### src/rtl/branch_predictor_pkg.sv
// bp_pkg: shared FSM states, entry control fields and index helper for the branch predictor
package bp_pkg;

   typedef enum logic {INIT, RUN} bp_state_e;

   // Per-entry control bits; tag and target widths follow the top-level
   // parameters, so those fields live in their own arrays beside this one.
   typedef struct packed {
      logic       valid;
      logic       is_jump;
      logic [1:0] ctr;
   } bp_entry_t;

   localparam int MODE_BIMODAL = 0;
   localparam int MODE_GSHARE  = 1;

   // Word index of pc, folded with the global history in gshare mode.
   function automatic logic [31:0] bp_index(input logic [31:0] pc, input logic [31:0] ghr,
                                            input int mode, input int idxw);
      logic [31:0] mask;
      mask = (32'd1 << idxw) - 32'd1;
      return ((pc >> 2) ^ (mode == MODE_GSHARE ? ghr : 32'd0)) & mask;
   endfunction

endpackage

### src/rtl/branch_predictor_sat_counter2.sv
// sat_counter2: next state of a 2-bit saturating direction counter
module sat_counter2 (
   input  logic [1:0] ctr_i,
   input  logic       taken_i,
   output logic [1:0] ctr_o
);

   // step toward the resolved direction, holding at either end
   always_comb ctr_o = taken_i ? (ctr_i == 2'b11 ? ctr_i : ctr_i + 2'b01)
                               : (ctr_i == 2'b00 ? ctr_i : ctr_i - 2'b01);

endmodule

### src/rtl/branch_predictor.sv
// branch_predictor: BTB with 2-bit direction counters, optional gshare indexing and table-clearing sweep
module branch_predictor
   import bp_pkg::*;
#(
   parameter int XLEN     = 32,
   parameter int ENTRIES  = 64,
   parameter int TAG_BITS = 10,
   parameter int GHR_BITS = 6,
   parameter int MODE     = 1
) (
   input  logic                clk,
   input  logic                reset,
   input  logic                flush_all,
   input  logic                lookup_valid,
   input  logic [XLEN-1:0]     pc_f,
   output logic                pred_taken,
   output logic [XLEN-1:0]     pred_target,
   output logic [GHR_BITS-1:0] pred_ghr,
   input  logic                upd_valid,
   input  logic [XLEN-1:0]     upd_pc,
   input  logic                upd_is_jump,
   input  logic                upd_taken,
   input  logic [XLEN-1:0]     upd_target,
   input  logic                upd_mispredict,
   input  logic [GHR_BITS-1:0] upd_ghr,
   output logic                busy,
   output logic [31:0]         stat_branches,
   output logic [31:0]         stat_mispredicts
);

   localparam int IDXW = $clog2(ENTRIES);

   typedef logic [IDXW-1:0]     idx_t;
   typedef logic [TAG_BITS-1:0] tag_t;

   bp_entry_t           meta_q [ENTRIES];
   tag_t                tag_q  [ENTRIES];
   logic [XLEN-1:0]     tgt_q  [ENTRIES];
   bp_state_e           state_q, state_d;
   idx_t                cnt_q, cnt_d;
   logic [GHR_BITS-1:0] ghr_q, ghr_d;
   logic [31:0]         stat_br_q, stat_mis_q;

   idx_t      lk_idx, up_idx, wr_idx;
   tag_t      lk_tag, up_tag;
   bp_entry_t lk_ent, up_ent, wr_ent;
   logic      run, lk_hit, up_hit, wr_en;
   logic [1:0] up_ctr;

   assign run    = state_q == RUN;
   assign lk_idx = idx_t'(bp_index(32'(pc_f[IDXW+1:0]), 32'(ghr_q), MODE, IDXW));
   assign up_idx = idx_t'(bp_index(32'(upd_pc[IDXW+1:0]), 32'(upd_ghr), MODE, IDXW));
   assign lk_tag = pc_f[TAG_BITS+IDXW+1 -: TAG_BITS];
   assign up_tag = upd_pc[TAG_BITS+IDXW+1 -: TAG_BITS];
   assign lk_ent = meta_q[lk_idx];
   assign up_ent = meta_q[up_idx];
   assign lk_hit = lookup_valid & lk_ent.valid & (tag_q[lk_idx] == lk_tag) & run;
   assign up_hit = up_ent.valid & (tag_q[up_idx] == up_tag);

   assign pred_taken       = lk_hit & (lk_ent.is_jump | lk_ent.ctr[1]);
   assign pred_target      = pred_taken ? tgt_q[lk_idx] : pc_f + XLEN'(4);
   assign pred_ghr         = ghr_q;
   assign busy             = !run;
   assign stat_branches    = stat_br_q;
   assign stat_mispredicts = stat_mis_q;

   sat_counter2 u_sat (
      .ctr_i   (up_ent.ctr),
      .taken_i (upd_taken),
      .ctr_o   (up_ctr)
   );

   // sweep sequencing, history speculation/repair and selection of the single table write
   always_comb begin
      state_d = state_q;
      cnt_d   = cnt_q;
      ghr_d   = ghr_q;
      wr_en   = 1'b0;
      wr_idx  = cnt_q;
      wr_ent  = '{valid: 1'b0, is_jump: 1'b0, ctr: 2'b01};
      if (flush_all) begin
         state_d = INIT;
         cnt_d   = '0;
         ghr_d   = '0;
      end else if (!run) begin
         wr_en   = 1'b1;
         cnt_d   = cnt_q + 1'b1;
         state_d = cnt_q == idx_t'(ENTRIES - 1) ? RUN : INIT;
      end else begin
         if (lk_hit & !lk_ent.is_jump) ghr_d = GHR_BITS'({ghr_q, lk_ent.ctr[1]});
         if (upd_valid & upd_mispredict) ghr_d = upd_is_jump ? upd_ghr : GHR_BITS'({upd_ghr, upd_taken});
         wr_en  = upd_valid & (up_hit | upd_taken | upd_is_jump);
         wr_idx = up_idx;
         wr_ent = '{valid: 1'b1, is_jump: upd_is_jump, ctr: up_hit ? up_ctr : 2'b10};
      end
   end

   // control state, history and saturating statistics
   always_ff @(posedge clk) begin
      if (reset) begin
         state_q    <= INIT;
         cnt_q      <= '0;
         ghr_q      <= '0;
         stat_br_q  <= '0;
         stat_mis_q <= '0;
      end else begin
         state_q <= state_d;
         cnt_q   <= cnt_d;
         ghr_q   <= ghr_d;
         if (upd_valid && stat_br_q != '1) stat_br_q <= stat_br_q + 32'd1;
         if (upd_valid && upd_mispredict && stat_mis_q != '1) stat_mis_q <= stat_mis_q + 32'd1;
      end
   end

   // table write port; entries carry no reset because the sweep clears them
   always_ff @(posedge clk) begin
      if (wr_en && !reset) begin
         meta_q[wr_idx] <= wr_ent;
         tag_q[wr_idx]  <= up_tag;
         tgt_q[wr_idx]  <= upd_target;
      end
   end

endmodule

### config.mk
export PLATFORM = sky130hd
export DESIGN_NAME = branch_predictor
export DESIGN_NICKNAME = d
export VERILOG_FILES = /design/src/rtl/branch_predictor_pkg.sv /design/src/rtl/branch_predictor_sat_counter2.sv /design/src/rtl/branch_predictor.sv
export SDC_FILE = /design/constraint.sdc
export NUM_CORES = 2
export LEC_CHECK = 0
export ABC_AREA = 1
export CAP_MARGIN = 5
export CORE_ASPECT_RATIO = 0.6
export CORE_UTILIZATION = 46
export CTS_CLUSTER_DIAMETER = 40
export CTS_CLUSTER_SIZE = 24
export DETAILED_ROUTE_END_ITERATION = 16
export PLACE_DENSITY = 0.65
export SETUP_SLACK_MARGIN = 0.02
export SLEW_MARGIN = 10
export SYNTH_ARGS = -nofsm -noshare
export SYNTH_HDL_FRONTEND = slang
export SYNTH_HIERARCHICAL = 1
export SYNTH_SLANG_ARGS = --single-unit
### constraint.sdc
create_clock -name clk -period 10 [get_ports clk]
set_input_delay 2 -clock clk [delete_from_list [all_inputs] [get_ports clk]]
set_output_delay 2 -clock clk [all_outputs]
set_load 0.005 [all_outputs]
## Word level (Yosys, flattened, before mapping)

Memory sizes are Yosys's and may differ from the RTL's.
Index checks and enable logic that the tools add are counted.
W data, S select, Z words.

| cells by class | value |
|---|---|
| reductions and logical operators | 11 |
| muxes and demuxes | 18 |
| add/sub/neg operators | 6 |
| bitwise operators | 13 |
| equality and inequality tests | 6 |

Operator list:

| operator | number |
|---|---|
| $add A32 B1 Y32 const B | 2 |
| $ne A32 B32 Y1 const B | 2 |
| $add A32 B3 Y32 const B | 1 |
| $mux W32 | 1 |
| $mux W6 | 5 |
| $eq A10 B10 Y1 | 2 |
| $xor A6 B6 Y6 | 2 |
| $and A1 B1 Y1 | 8 |
| $mux W2 | 4 |
| $mux W4 | 2 |
| $add A6 B1 Y6 const B | 1 |
| $eq A6 B6 Y1 const B | 1 |
| $mux W1 | 6 |
| $logic_and A1 B1 Y1 | 4 |
| $logic_not A1 Y1 | 3 |
| $or A1 B1 Y1 | 3 |
| $add A2 B1 Y2 const B | 1 |
| $eq A2 B2 Y1 const B | 1 |
| $logic_not A2 Y1 | 1 |
| $reduce_and A2 Y1 | 1 |
| $reduce_bool A2 Y1 | 1 |
| $reduce_or A2 Y1 | 1 |
| $sub A2 B1 Y2 const B | 1 |

| word-level totals | value |
|---|---|
| output and inout port bits | 104 |
| word-level logic and storage cells | 62 |
| bits of input ports | 110 |
| register bits | 77 |
| bits in writable memories | 2944 |
| memories kept | 3 |

Memory list:

| name | words | width | read ports | clocked after Yosys merged registers in | write ports | line | source |
|---|---|---|---|---|---|---|---|
| tgt_q | 64 | 32 | 1 | 0 | 1 | branch_predictor.sv:38 | `logic [XLEN-1:0] tgt_q [ENTRIES];` |
| tag_q | 64 | 10 | 2 | 0 | 1 | branch_predictor.sv:37 | `tag_t tag_q [ENTRIES];` |
| meta_q | 64 | 4 | 2 | 0 | 1 | branch_predictor.sv:36 | `bp_entry_t meta_q [ENTRIES];` |

## Longest topological paths before layout

An unclocked memory read counts as a cell.

| logic depth | value |
|---|---|
| word-level depth | 12 |
| gate-level depth with buffers | 25 |

## Hierarchy

Netlist, hierarchy kept.

Modules (own cells, without submodules):

| module | area an instance (um^2) | cells an instance | seq. area each (um^2) | times used |
|---|---|---|---|---|
| branch_predictor | 129969.7 | 11528 | 89946.3 | 1 |
| sat_counter2 | 25.0 | 6 | 0.0 | 1 |

## Worst setup path after synthesis

OpenSTA, ideal clock, no wires.

| timing path | value |
|---|---|
| path kind | input to register |
| start point | input port flush_all |
| end point | memory meta_q[0][0] in the netlist's numbering (enable) |
| arrival | 6.706 ns |
| stages | 8 |
| slack | 2.844 ns |
| setup time | 0.450 ns |
| cells stage by stage | nor2_1 -> inv_1 -> clkbuf_1 -> o21ai_0 -> inv_1 -> nor2_1 -> inv_1 -> nor2_1 |

| between the ends | value |
|---|---|
| cells in the longest elaborated chain, start to end | 4 |

RTL lines:

| what | line | source |
|---|---|---|
| start: declaration | branch_predictor.sv:13 | `input logic flush_all,` |
| $mux W1 | branch_predictor.sv:81 | `if (flush_all) begin` |
| $logic_and A1 B1 Y1 | branch_predictor.sv:117 | `if (wr_en && !reset) begin` |
| $mux W1 | branch_predictor.sv:117 |  |
| $mux W1 (implied by the code) | branch_predictor.sv:118 | `meta_q[wr_idx] <= wr_ent;` |
| end: declaration | branch_predictor.sv:36 |  |

Several ways; a longest one is shown, not always the timed one.

## Final worst setup path

| timing path | value |
|---|---|
| start point | input port pc_f[2] |
| end point | output port pred_target[12] |

| between the ends | value |
|---|---|
| cells in the longest elaborated chain, start to end | 7 |

RTL lines:

| what | line | source |
|---|---|---|
| start: declaration | branch_predictor.sv:15 | `input logic [XLEN-1:0] pc_f,` |
| $xor A6 B6 Y6 | branch_predictor_pkg.sv:22 | `return ((pc >> 2) ^ (mode == MODE_GSHARE ? ghr : 32'd0)) & mask;` |
| $mem_v2 Z64 W10 or $mem_v2 Z64 W4 (tied branches) | -- |  |
| $eq A10 B10 Y1 or $and A1 B1 Y1 (tied branches) | branch_predictor.sv:57 | `assign lk_hit = lookup_valid & lk_ent.valid & (tag_q[lk_idx] == lk_tag) & run;` |
| $and A1 B1 Y1 (2 in series) | branch_predictor.sv:57 |  |
| $and A1 B1 Y1 | branch_predictor.sv:60 | `assign pred_taken = lk_hit & (lk_ent.is_jump \| lk_ent.ctr[1]);` |
| $mux W32 * | branch_predictor.sv:61 | `assign pred_target = pred_taken ? tgt_q[lk_idx] : pc_f + XLEN'(4);` |
| end: declaration | branch_predictor.sv:17 | `output logic [XLEN-1:0] pred_target,` |

Every way passes the cells marked *; elsewhere a longest branch is shown, timed or not.

==> flow_metrics.env <==
export IMPL_die_width_um=688.3
export IMPL_fmax_ghz=0.1065
export IMPL_hold_path_class="register to register"
export IMPL_clkSlewWorstSetupHoldPaths_ps=70
export IMPL_hpwl_um=243200
export IMPL_final_cell_mix="edfxtp_1, nor2_1, nand2_1"
export IMPL_power_density_nw_per_um2=179.0
export IMPL_antenna_left=0
export IMPL_max_cap_violations=0
export IMPL_portBuffers=197
export IMPL_grt_first_pass_wirelength_um=620100
export IMPL_initial_core_util_pct=46.45
export IMPL_min_to="stat_mispredicts[10]"
export IMPL_yosysSeqAreaShare_pct=69.19
export IMPL_required_ps=8000
export IMPL_fillers=23120
export IMPL_layout_cells_most_common="edfxtp_1"
export IMPL_root_buffer="clkbuf_16"
export IMPL_path_cells="clkdlybuf4s50_1 -> inv_1 -> nand2_1 -> nand2_4 -> buf_12 -> buf_4 -> or2_2 -> o21ai_0 -> o22ai_1 -> o211ai_1 -> nand2_1 -> nand2_1 -> nand3_1 -> o21ai_1 -> nand2_1 -> nand3_4 -> buf_4 -> nor2_1 -> a31oi_1 -> clkdlybuf4s50_1"
export IMPL_drt_wl_total_um=440900
export IMPL_worst_pin_slew_ps=1302
export IMPL_core_um2=279800
export IMPL_synth_area_per_cell_um2=11.27
export IMPL_grt_pass1_vias=89480
export IMPL_syn_area_um2=130000
export IMPL_drcViolationCount=0
export IMPL_synthFlopType="edfxtp_1"
export IMPL_fin_tns_setup_ps=0
export IMPL_first_pass_iters=12
export IMPL_wire_per_inst_um=28.58
export IMPL_gp_congestion=0.9059
export IMPL_slew_violations=0
export IMPL_outcome="completed"
export IMPL_clock_sinks=3021
export IMPL_skew_ps=68.46
export IMPL_grt_usage_pct=29.97
export IMPL_cp_slowest_cell="clkdlybuf4s50_1"
export IMPL_synthCells=11530
export IMPL_drtIter0Drc=16850
export IMPL_period_share_pct=93.90
export IMPL_worst_hold_slack_ps=506.7
export IMPL_dp_cells=14980
export IMPL_htree_num_levels=4
export IMPL_layout_cells_non_filler=15430
export IMPL_r2r_slack_ps=5380
export IMPL_slew_limit_headroom_pct=13.19
export IMPL_dieArea_um2=284800
export IMPL_start_kind="primary input"
export IMPL_final_hold_viol_count=0
export IMPL_die_height_um=413.8
export IMPL_vias_per_cell=6.313
export IMPL_clockBufferDepth=4
export IMPL_crit_arrival_ps=7390
export IMPL_r2r_start="tag_q[0][4]"
export IMPL_path_max_fanout=48
export IMPL_grt_remaining_overflow=0
export IMPL_postCtsSetupBuffers=0
export IMPL_cts_hold_buf=0
export IMPL_critPathMaxStageDelay_ps=910
export IMPL_ir_worst_vdd_mv=0.1709
export IMPL_end_kind="output port"
export IMPL_p_leak_nw=49.30
export IMPL_drive_gt1_share_pct=8.209
export IMPL_cts_tree="built"
export IMPL_crit_type="primary input to output port"
export IMPL_synth_ff_latch_count=3021
export IMPL_holdCritStartpoint="stat_mispredicts[10]"
export IMPL_synth_cell_types=47
export IMPL_async_flop_share_pct=0
export IMPL_path_common_cell="nand2_1"
export IMPL_cts_buffers=236
export IMPL_synthToLayoutAreaGrowth_pct=12.39
export IMPL_rsz0062_at_grt="false"
export IMPL_cts_resized=0
export IMPL_clk_latency_ps=960
export IMPL_fin_area_um2=146100
export IMPL_antenna_found_initial=22
export IMPL_reg2reg_depth=18
export IMPL_setup_viol=0
export IMPL_synth_edf_count=2944
export IMPL_vias=97390
export IMPL_num_io_pins=214
export IMPL_hold_depth=2
export IMPL_r2r_end="tgt_q[43][17]"
export IMPL_ys_warnings_count=6
export IMPL_synth_nets=11650
export IMPL_finalCriticalPeriod_ps=9390
export IMPL_row_count=150
export IMPL_fin_nets=11610
export IMPL_grt_max_degree=170
export IMPL_placed_cell_area_um2=137900
sequential cells by signal (all words and copies together), names as in the netlist:
signal            flops
pred_ghr              6
cnt_q                 6
meta_q              256
tag_q               640
run                   1
tgt_q              2048
stat_branches        32
stat_mispredicts     32
cell type report:
type                    instances  area [um2]  area share, %
well taps                    3724        4659          3.189
clock inverters               190        2188          1.498
repair buffers                546        5953          4.075
clock buffers                 246        6007          4.112
multi-input cells            7183       35390          24.22
diodes                          9       22.52        0.01542
flip-flops and latches       3021       89950          61.57
inverters                     509        1929          1.321
critical path, delay by kind of cell:
| kind | cells | cell delay (ps) |
|---|---|---|
| simple gates | 9 | 1550 |
| compound gates | 5 | 1160 |
| buf+inv | 6 | 2630 |
worst max-delay path by stage:
stage                    from               to  slack, ps  cells past startpoint
CTS                   pc_f[2]   pred_target[6]        720                     19
detailed placement    pc_f[2]   pred_target[6]        710                     19
finish                pc_f[2]  pred_target[12]        610                     20
global route          pc_f[2]  pred_target[23]        510                     23
global placement      pc_f[2]   pred_target[7]        790                     16
floorplan           flush_all     meta_q[0][0]       2840                      8
cells by family (layout without fill, tap and decap cells):
kind of cell             Yosys count  after routing  synth area share (%)
buffers and inverters           1330           1491                 4.077
AND/OR/NAND/NOR                 5187           5187                 16.60
adder cells (fa/ha/maj)            4              4               0.03850
flip-flops                      3021           3021                 69.19
multiplexers                       1              1              0.007700
XOR/XNOR                          33             33                0.2454
other                              0              9                     0
AO/OA/AOI/OAI                   1958           1958                 9.838
synthesized netlist by cell type, types with 9 or more instances:
cell type  number  area (um2)
nor3_1         46       230.2
buf_4           9       67.56
nand4_1        15       93.84
inv_1         504        1892
or2_2          54       337.8
xnor2_1        16       140.1
a31oi_1        11       68.82
clkbuf_1      515        1933
o211ai_1      211        1584
o32ai_1       520        4554
o22ai_1        88       550.5
a21oi_1        72       360.4
o21bai_1       10       75.07
buf_2         219        1096
nor2_1       2069        7766
xor2_1         13       113.9
nand3_1      1322        6616
buf_1          78       292.8
o21ai_1        19       95.09
nand2_1      1643        6167
o221ai_1       82       718.2
o21ai_0       929        4649
edfxtp_1     2944       88400
dfxtp_1        77        1541
power by group:
group	leakage [nW]	internal [mW]	total [mW]	switching [mW]
clock network	3.94	4.95	10.1	5.13
registers	27.2	13.9	13.9	0.00570
logic	18.2	0.583	2.20	1.61
through the flow:
| step | power (mW) | util (%) | worst slack (ps) |
|---|---|---|---|
| after floorplan | 15.35 | - | 2844 |
| after global placement | 16.21 | 49.26 | 794.8 |
| after detailed placement | 16.27 | 49.26 | 714.9 |
| after CTS | 26.13 | 52.19 | 717.7 |
| after global routing | 26.80 | 52.20 | 514.5 |
| final | 26.15 | 52.21 | 609.8 |
routing by layer:
layer | routed length (um) | vias up | share of wire, % | GRT usage (%)
li1 | - | 41580 | - | -
met1 | 170600 | 47450 | 39 | 42.66
met2 | 179000 | 7227 | 41 | 41.66
met3 | 70190 | 1125 | 16 | 10.14
met4 | 21090 | 10 | 4.8 | 12.99
met5 | 69 | - | 0.016 | 0
Power figures use the tool's default switching activity.
